## src/rtl/max11046_frame_reader_if.sv

```systemverilog
// Pin and sample bundle between the MAX11046 frame reader and its neighbours.
// slave = reader side, master = ADC/consumer side.
interface max11046_frame_reader_if #(
    parameter int DATA_W = 16,
    parameter int CH_W   = 3
);
    logic              start;
    logic              cont_en;
    logic              pwr_down;
    logic              end_of_con;
    logic [DATA_W-1:0] db_in;
    logic              conv_start;
    logic              chip_sel;
    logic              write;
    logic              read_s;
    logic              shutd;
    logic [DATA_W-1:0] sample_data;
    logic [CH_W-1:0]   sample_ch;
    logic              sample_valid;
    logic              frame_done;
    logic              busy;
    logic              timeout_err;

    modport slave (
        input  start, cont_en, pwr_down, end_of_con, db_in,
        output conv_start, chip_sel, write, read_s, shutd,
        output sample_data, sample_ch, sample_valid,
        output frame_done, busy, timeout_err
    );

    modport master (
        output start, cont_en, pwr_down, end_of_con, db_in,
        input  conv_start, chip_sel, write, read_s, shutd,
        input  sample_data, sample_ch, sample_valid,
        input  frame_done, busy, timeout_err
    );
endinterface

```

## src/rtl/max11046_frame_reader.sv

```systemverilog
// MAX11046 frame reader: CONVST, EOC wait, then NUM_CH parallel reads.
// Every pin and strobe is registered from the next-state logic.
module max11046_frame_reader #(
    parameter int NUM_CH          = 8,
    parameter int DATA_W          = 16,
    parameter int CONV_LOW_CYC    = 5,
    parameter int CS_SETUP_CYC    = 2,
    parameter int RD_LOW_CYC      = 4,
    parameter int RD_HIGH_CYC     = 2,
    parameter int EOC_TIMEOUT_CYC = 200,
    parameter int CH_W            = (NUM_CH > 1) ? $clog2(NUM_CH) : 1
) (
    input  logic clock1,
    input  logic reset,
    max11046_frame_reader_if.slave bus
);
    typedef enum logic [2:0] {
        IDLE, CONV, WAIT_EOC, CS_SETUP, RD_LOW, RD_HIGH, DONE
    } state_t;

    localparam logic [31:0] CONV_LAST = 32'(CONV_LOW_CYC - 1);
    localparam logic [31:0] EOC_LAST  = 32'(EOC_TIMEOUT_CYC - 1);
    localparam logic [31:0] CS_LAST   = 32'(CS_SETUP_CYC - 1);
    localparam logic [31:0] RDL_LAST  = 32'(RD_LOW_CYC - 1);
    localparam logic [31:0] RDH_LAST  = 32'(RD_HIGH_CYC - 1);
    localparam logic [CH_W-1:0] IDX_LAST = CH_W'(NUM_CH - 1);

    state_t            state_q, state_d;
    logic [31:0]       cnt_q, cnt_d;
    logic [CH_W-1:0]   idx_q, idx_d;
    logic              eoc_meta_q, eoc_sync_q;
    logic              conv_start_q, conv_start_d;
    logic              chip_sel_q, chip_sel_d;
    logic              read_s_q, read_s_d;
    logic              shutd_q, shutd_d;
    logic [DATA_W-1:0] sample_data_q, sample_data_d;
    logic [CH_W-1:0]   sample_ch_q, sample_ch_d;
    logic              sample_valid_q, sample_valid_d;
    logic              frame_done_q, frame_done_d;
    logic              busy_q, busy_d;
    logic              timeout_err_q, timeout_err_d;

    always_comb begin
        state_d        = state_q;
        cnt_d          = cnt_q + 32'd1;
        idx_d          = idx_q;
        conv_start_d   = conv_start_q;
        chip_sel_d     = chip_sel_q;
        read_s_d       = read_s_q;
        shutd_d        = shutd_q;
        sample_data_d  = sample_data_q;
        sample_ch_d    = sample_ch_q;
        sample_valid_d = 1'b0;
        frame_done_d   = 1'b0;
        timeout_err_d  = timeout_err_q;
        unique case (state_q)
            IDLE: begin
                cnt_d   = '0;
                shutd_d = ~bus.pwr_down;
                if (bus.start && !bus.pwr_down) begin
                    state_d       = CONV;
                    timeout_err_d = 1'b0;
                    conv_start_d  = 1'b0;
                end
            end
            CONV: begin
                if (cnt_q == CONV_LAST) begin
                    state_d      = WAIT_EOC;
                    cnt_d        = '0;
                    conv_start_d = 1'b1;
                end
            end
            WAIT_EOC: begin
                // a level already low on entry is taken as the event
                if (!eoc_sync_q) begin
                    state_d    = CS_SETUP;
                    cnt_d      = '0;
                    chip_sel_d = 1'b0;
                end else if (cnt_q == EOC_LAST) begin
                    state_d       = IDLE;
                    cnt_d         = '0;
                    timeout_err_d = 1'b1;
                end
            end
            CS_SETUP: begin
                if (cnt_q == CS_LAST) begin
                    state_d  = RD_LOW;
                    cnt_d    = '0;
                    idx_d    = '0;
                    read_s_d = 1'b0;
                end
            end
            RD_LOW: begin
                if (cnt_q == RDL_LAST) begin
                    state_d        = RD_HIGH;
                    cnt_d          = '0;
                    read_s_d       = 1'b1;
                    sample_data_d  = bus.db_in;
                    sample_ch_d    = idx_q;
                    sample_valid_d = 1'b1;
                end
            end
            RD_HIGH: begin
                if (cnt_q == RDH_LAST) begin
                    cnt_d = '0;
                    if (idx_q < IDX_LAST) begin
                        state_d  = RD_LOW;
                        idx_d    = idx_q + CH_W'(1);
                        read_s_d = 1'b0;
                    end else begin
                        state_d      = DONE;
                        chip_sel_d   = 1'b1;
                        frame_done_d = 1'b1;
                    end
                end
            end
            DONE: begin
                cnt_d = '0;
                if (bus.cont_en && !bus.pwr_down) begin
                    state_d      = CONV;
                    conv_start_d = 1'b0;
                end else begin
                    state_d = IDLE;
                end
            end
            default: begin
                state_d = IDLE;
                cnt_d   = '0;
            end
        endcase
        busy_d = (state_d != IDLE);
    end

    always_ff @(posedge clock1 or posedge reset) begin
        if (reset) begin
            state_q        <= IDLE;
            cnt_q          <= '0;
            idx_q          <= '0;
            eoc_meta_q     <= 1'b1;
            eoc_sync_q     <= 1'b1;
            conv_start_q   <= 1'b1;
            chip_sel_q     <= 1'b1;
            read_s_q       <= 1'b1;
            shutd_q        <= 1'b1;
            sample_data_q  <= '0;
            sample_ch_q    <= '0;
            sample_valid_q <= 1'b0;
            frame_done_q   <= 1'b0;
            busy_q         <= 1'b0;
            timeout_err_q  <= 1'b0;
        end else begin
            state_q        <= state_d;
            cnt_q          <= cnt_d;
            idx_q          <= idx_d;
            eoc_meta_q     <= bus.end_of_con;
            eoc_sync_q     <= eoc_meta_q;
            conv_start_q   <= conv_start_d;
            chip_sel_q     <= chip_sel_d;
            read_s_q       <= read_s_d;
            shutd_q        <= shutd_d;
            sample_data_q  <= sample_data_d;
            sample_ch_q    <= sample_ch_d;
            sample_valid_q <= sample_valid_d;
            frame_done_q   <= frame_done_d;
            busy_q         <= busy_d;
            timeout_err_q  <= timeout_err_d;
        end
    end

    assign bus.conv_start   = conv_start_q;
    assign bus.chip_sel     = chip_sel_q;
    assign bus.write        = 1'b1;
    assign bus.read_s       = read_s_q;
    assign bus.shutd        = shutd_q;
    assign bus.sample_data  = sample_data_q;
    assign bus.sample_ch    = sample_ch_q;
    assign bus.sample_valid = sample_valid_q;
    assign bus.frame_done   = frame_done_q;
    assign bus.busy         = busy_q;
    assign bus.timeout_err  = timeout_err_q;
endmodule

```

## src/flat_wrapper.sv

```systemverilog
// flat-port wrapper written by rule: the top's interface ports become plain ports
module max11046_frame_reader_flat 
#(
    parameter int NUM_CH          = 8,
    parameter int DATA_W          = 16,
    parameter int CONV_LOW_CYC    = 5,
    parameter int CS_SETUP_CYC    = 2,
    parameter int RD_LOW_CYC      = 4,
    parameter int RD_HIGH_CYC     = 2,
    parameter int EOC_TIMEOUT_CYC = 200,
    parameter int CH_W            = (NUM_CH > 1) ? $clog2(NUM_CH) : 1
)
  (clock1, reset, bus_start, bus_cont_en, bus_pwr_down, bus_end_of_con, bus_db_in, bus_conv_start, bus_chip_sel, bus_write, bus_read_s, bus_shutd, bus_sample_data, bus_sample_ch, bus_sample_valid, bus_frame_done, bus_busy, bus_timeout_err);
  max11046_frame_reader_if #(.DATA_W(DATA_W), .CH_W(CH_W)) bus_i ();
  input  logic clock1;
  input  logic reset;
  input wire logic [$bits(bus_i.start)-1:0] bus_start;
  input wire logic [$bits(bus_i.cont_en)-1:0] bus_cont_en;
  input wire logic [$bits(bus_i.pwr_down)-1:0] bus_pwr_down;
  input wire logic [$bits(bus_i.end_of_con)-1:0] bus_end_of_con;
  input wire logic [$bits(bus_i.db_in)-1:0] bus_db_in;
  output wire logic [$bits(bus_i.conv_start)-1:0] bus_conv_start;
  output wire logic [$bits(bus_i.chip_sel)-1:0] bus_chip_sel;
  output wire logic [$bits(bus_i.write)-1:0] bus_write;
  output wire logic [$bits(bus_i.read_s)-1:0] bus_read_s;
  output wire logic [$bits(bus_i.shutd)-1:0] bus_shutd;
  output wire logic [$bits(bus_i.sample_data)-1:0] bus_sample_data;
  output wire logic [$bits(bus_i.sample_ch)-1:0] bus_sample_ch;
  output wire logic [$bits(bus_i.sample_valid)-1:0] bus_sample_valid;
  output wire logic [$bits(bus_i.frame_done)-1:0] bus_frame_done;
  output wire logic [$bits(bus_i.busy)-1:0] bus_busy;
  output wire logic [$bits(bus_i.timeout_err)-1:0] bus_timeout_err;
  assign bus_i.start = bus_start;
  assign bus_i.cont_en = bus_cont_en;
  assign bus_i.pwr_down = bus_pwr_down;
  assign bus_i.end_of_con = bus_end_of_con;
  assign bus_i.db_in = bus_db_in;
  assign bus_conv_start = bus_i.conv_start;
  assign bus_chip_sel = bus_i.chip_sel;
  assign bus_write = bus_i.write;
  assign bus_read_s = bus_i.read_s;
  assign bus_shutd = bus_i.shutd;
  assign bus_sample_data = bus_i.sample_data;
  assign bus_sample_ch = bus_i.sample_ch;
  assign bus_sample_valid = bus_i.sample_valid;
  assign bus_frame_done = bus_i.frame_done;
  assign bus_busy = bus_i.busy;
  assign bus_timeout_err = bus_i.timeout_err;
  max11046_frame_reader #(.NUM_CH(NUM_CH), .DATA_W(DATA_W), .CONV_LOW_CYC(CONV_LOW_CYC), .CS_SETUP_CYC(CS_SETUP_CYC), .RD_LOW_CYC(RD_LOW_CYC), .RD_HIGH_CYC(RD_HIGH_CYC), .EOC_TIMEOUT_CYC(EOC_TIMEOUT_CYC), .CH_W(CH_W)) u_core (.clock1(clock1), .reset(reset), .bus(bus_i));
endmodule
```

## config.mk

```make
export PLATFORM = sky130hd
export DESIGN_NAME = max11046_frame_reader_flat
export DESIGN_NICKNAME = d
export VERILOG_FILES = /design/src/rtl/max11046_frame_reader_if.sv /design/src/rtl/max11046_frame_reader.sv /design/src/flat_wrapper.sv
export SDC_FILE = /design/constraint.sdc
export NUM_CORES = 1
export LEC_CHECK = 0
export CAP_MARGIN = 20
export CORE_MARGIN = 3
export CORE_UTILIZATION = 49
export CTS_CLUSTER_SIZE = 25
export DETAILED_ROUTE_END_ITERATION = 8
export PLACE_DENSITY_LB_ADDON = 0.1
export SLEW_MARGIN = 20
export SYNTH_ARGS = -nofsm -noshare
export SYNTH_HDL_FRONTEND = slang
export SYNTH_SLANG_ARGS = --single-unit
```

## constraint.sdc

```tcl
create_clock -name clock1 -period 2.4 [get_ports clock1]
set_clock_uncertainty 0.15 [all_clocks]
set_input_delay 0.72 -clock clock1 [delete_from_list [all_inputs] [get_ports clock1]]
set_output_delay 0.72 -clock clock1 [all_outputs]
set_load 0.01 [all_outputs]
```

==> impl_results.md <==
* Outcome: finished, final reports clean
* Largest net degree at the start of global routing at 34
* Row count at 29
* Post-Synth Simple-Gate Area at 23.6%
* Slew of the pin with the lowest slew margin at 0.573 ns
* Crit end category: primary output
* Vias in the first global route at 2733
* Initial Util at 51.6%
* Crit. Startpoint: u_core.bus.read_s
* Total congestion overflow at 0
* CTS max path bufs at 2
* Maximum vdd drop at 0.000665 V
* Core Region at 6490 um2
* Fin nets at 430
* Final Critical Period at 2.30 ns
* Syn avg cell area at 10.2 um2
* Final hold violations at 0
* FMAX at 0.435 GHz
* Drt via density at 5.61
* Initial DRC count at 99
* Design Power at ~4.0 mW
* Syn_nets at 353
* YS warnings at 0
* Port Buf Inserts at 48
* XOR/XNOR share of the synthesized area at 7.84%
* Area grow syn2layout at 30.9%
* R2r startpoint: u_core.cnt_q[21]
* Synth area leaders: dfrtp_1 46%, mux2_2 6.7%, xor2_1 5.2%
* Initial antenna violation count at 0
* DR vias at 2725
* Pre-antenna DRT Iters at 4
* CP startpoint kind: flip-flop
* Clk sinks at 67
* Period utilization at 95.7%
* Unique masters post-synth at 48
* Worst R2R End: u_core.bus.busy
* GRT Total Usage at a little over a fifth
* Mux share of post-synthesis cell area at 6.72%
* Setup violators final at 0
* Synthesized area at 3350 um2
* Hold_sp: u_core.eoc_meta_q
* Ys async rst share at 100%
* CTS Buf Count at 9
* Crit path arrival time at 1.43 ns
* Slowest cell delay on critical path at 0.54 ns
* DR WL/cell at 16.0 um
* Most frequent cell after synthesis: dfrtp_1
* Placer Congestion at 0.932
* Worst path required time at about 1.5 ns
* Register area share after synthesis at 50.3%
* Path depth of the worst reg2reg path at 5
* Drt total wl at 7.76 mm
* Met2 track demand over resource at 34.1%
* Clk_lat worst skew at 0.36 ns
* Top FF cell, synth: dfrtp_1
* Yosys reg bits at 67
* Compound-Gate Fraction of Synth Area at ~6.2%
* Die area at ~8000 um2
* Worst-path cell chain: clkdlybuf4s50_1
* Hold depth at 0
* Worst path depth at 1
* Root Driver: clkbuf_8
* Die width at 88.7 um
* Synth top area share at a little under half
* EDFF count, synth at 0
* Crit-path max FO at 2
* Layout cell share with drive strength beyond 1 at 21.0%
* Slew headroom at between 60% and 70%
* HPWL Detailed at 5.50 mm
* Critical path's slowest cell: clkdlybuf4s50_1
* Critical setup path kind: reg -> out
* Global-route wire length before repair at about 13 mm
* Largest family of logic cells by synthesized area: simple AND/OR/NAND/NOR gates
* Die Span Y at 88.7 um
* Dominant cell type by area after synthesis: dfrtp_1
* Global routing's busiest layer: met2
* PD cells at 904 nW/um2
* Final ANT Viol Nets at 0
* Buf/Inv on CP at 1
* H-tree Lvls at 3
* Final Max Tran Viols at 0
* Io pins at 50
* R2R Setup Slk at about 0.11 ns
* Synth top cells by count: 61 x dfrtp_1, 45 x nor2_1, 24 x nand2_1
* Dpl cells at 468
* Residual DRC at 0
* Antenna cells at 0
* CTS tree: done
* Layout Cells excl Fill at 486
* Hold Crit Class: reg -> reg
* Max_cap viols at 0
* Reg clk slew, reported paths at 0.08 ns
* Synth Area in Adders at 1.49%
* Top Family by Delay on Critical Path: buffers and inverters
* Met1 GRT Util at about 29%
* Pleak at a little under 2 nW
* Hold EP: u_core.eoc_sync_q
* Cells after Synth at 327
* Met3 Track Usage GR at under 10%
kinds of logic after synthesis:
| logic type | Yosys count |
|---|---|
| xor+xnor | 30 |
| fa+ha+maj | 4 |
| other cells | 1 |
| buf+inv | 26 |
| mux | 20 |
| flops | 67 |
| simple gates | 153 |
| compound gates | 26 |
metrics by stage:
step	util [%]	setup TNS [ns]	area [um2]	hold slack, ns	setup slack [ns]
global route	67.5	-0.272	4380	0.220	-0.0210
global placement	63.5	0	4120	0.197	0.0573
CTS	66.6	0	4330	0.209	0.00249
finish	67.5	0	4380	0.205	0.103
floorplan	-	0	3350	0.195	0.111
detailed placement	63.5	0	4120	0.197	0.0310
worst max-delay path by stage:
| stage | end |
|---|---|
| floorplan | u_core.cnt_q[9] |
| global placement | u_core.bus.busy |
| detailed placement | u_core.cnt_q[15] |
| CTS | u_core.cnt_q[15] |
| global route | u_core.cnt_q[4] |
| finish | bus_read_s |
layout by cell type (no fill, tap or decap), types with 4 or more instances in the layout:
cell,instances
dfrtp_1,60
clkdlybuf4s50_1,48
nor2_1,45
buf_4,30
nand2_1,24
mux2_2,20
xor2_1,20
nand4_1,19
nor4_1,13
nand3_1,13
xnor2_1,10
clkbuf_8,10
inv_1,9
dfstp_2,6
nor3_1,5
a21oi_1,5
nand2b_1,4
nor2b_1,4
ha_1,4
power by group:
group | switching [mW] | internal (mW) | leakage, nW
clock | 0.464 | 0.507 | 0.102
combinational | 0.710 | 0.773 | 0.953
sequential | 0.153 | 1.35 | 0.890
total | 1.33 | 2.64 | 1.95
area by class of cell:
| type | count | area [um2] |
|---|---|---|
| clock buffer | 10 | 138 |
| fill | 510 | 2110 |
| timing repair buffer | 82 | 791 |
| tap | 77 | 96.3 |
| inverter | 10 | 41.3 |
| clock inverter | 6 | 65.1 |
| multi-input combinational | 234 | 1570 |
| sequential | 67 | 1690 |
worst register-to-register path, delay by kind of cell, from the launching register on:
family,cells,cell delay (ns)
and+or+nand+nor,4,1.24
AOI/OAI and AO/OA,1,0.33
DFF,1,0.43
sequential cells by signal (all words and copies together) (netlist names):
register                 cells
u_core.cnt_q                32
u_core.eoc_meta_q            1
u_core.bus.sample_data      16
u_core.bus.timeout_err       1
u_core.bus.sample_valid      1
u_core.bus.frame_done        1
u_core.state_q               3
u_core.bus.conv_start        1
u_core.eoc_sync_q            1
u_core.bus.sample_ch         3
u_core.bus.busy              1
u_core.bus.shutd             1
u_core.bus.read_s            1
u_core.idx_q                 3
u_core.bus.chip_sel          1
routing by layer:
| layer | vias to the layer above | share of wire (%) |
|---|---|---|
| li1 | 1311 | - |
| met1 | 1335 | 46 |
| met2 | 70 | 47 |
| met3 | 9 | 5.7 |
| met4 | 0 | 1.4 |
| met5 | - | 0 |
repair_timing:
item | 4_1_cts | 5_1_grt
hold buffers | 0 | 0
setup buffers | 0 | 1
resized for setup | 0 | 5
endpoints found under the setup margin | 0 | 54
Note: power is estimated with default switching activity, not from simulation.
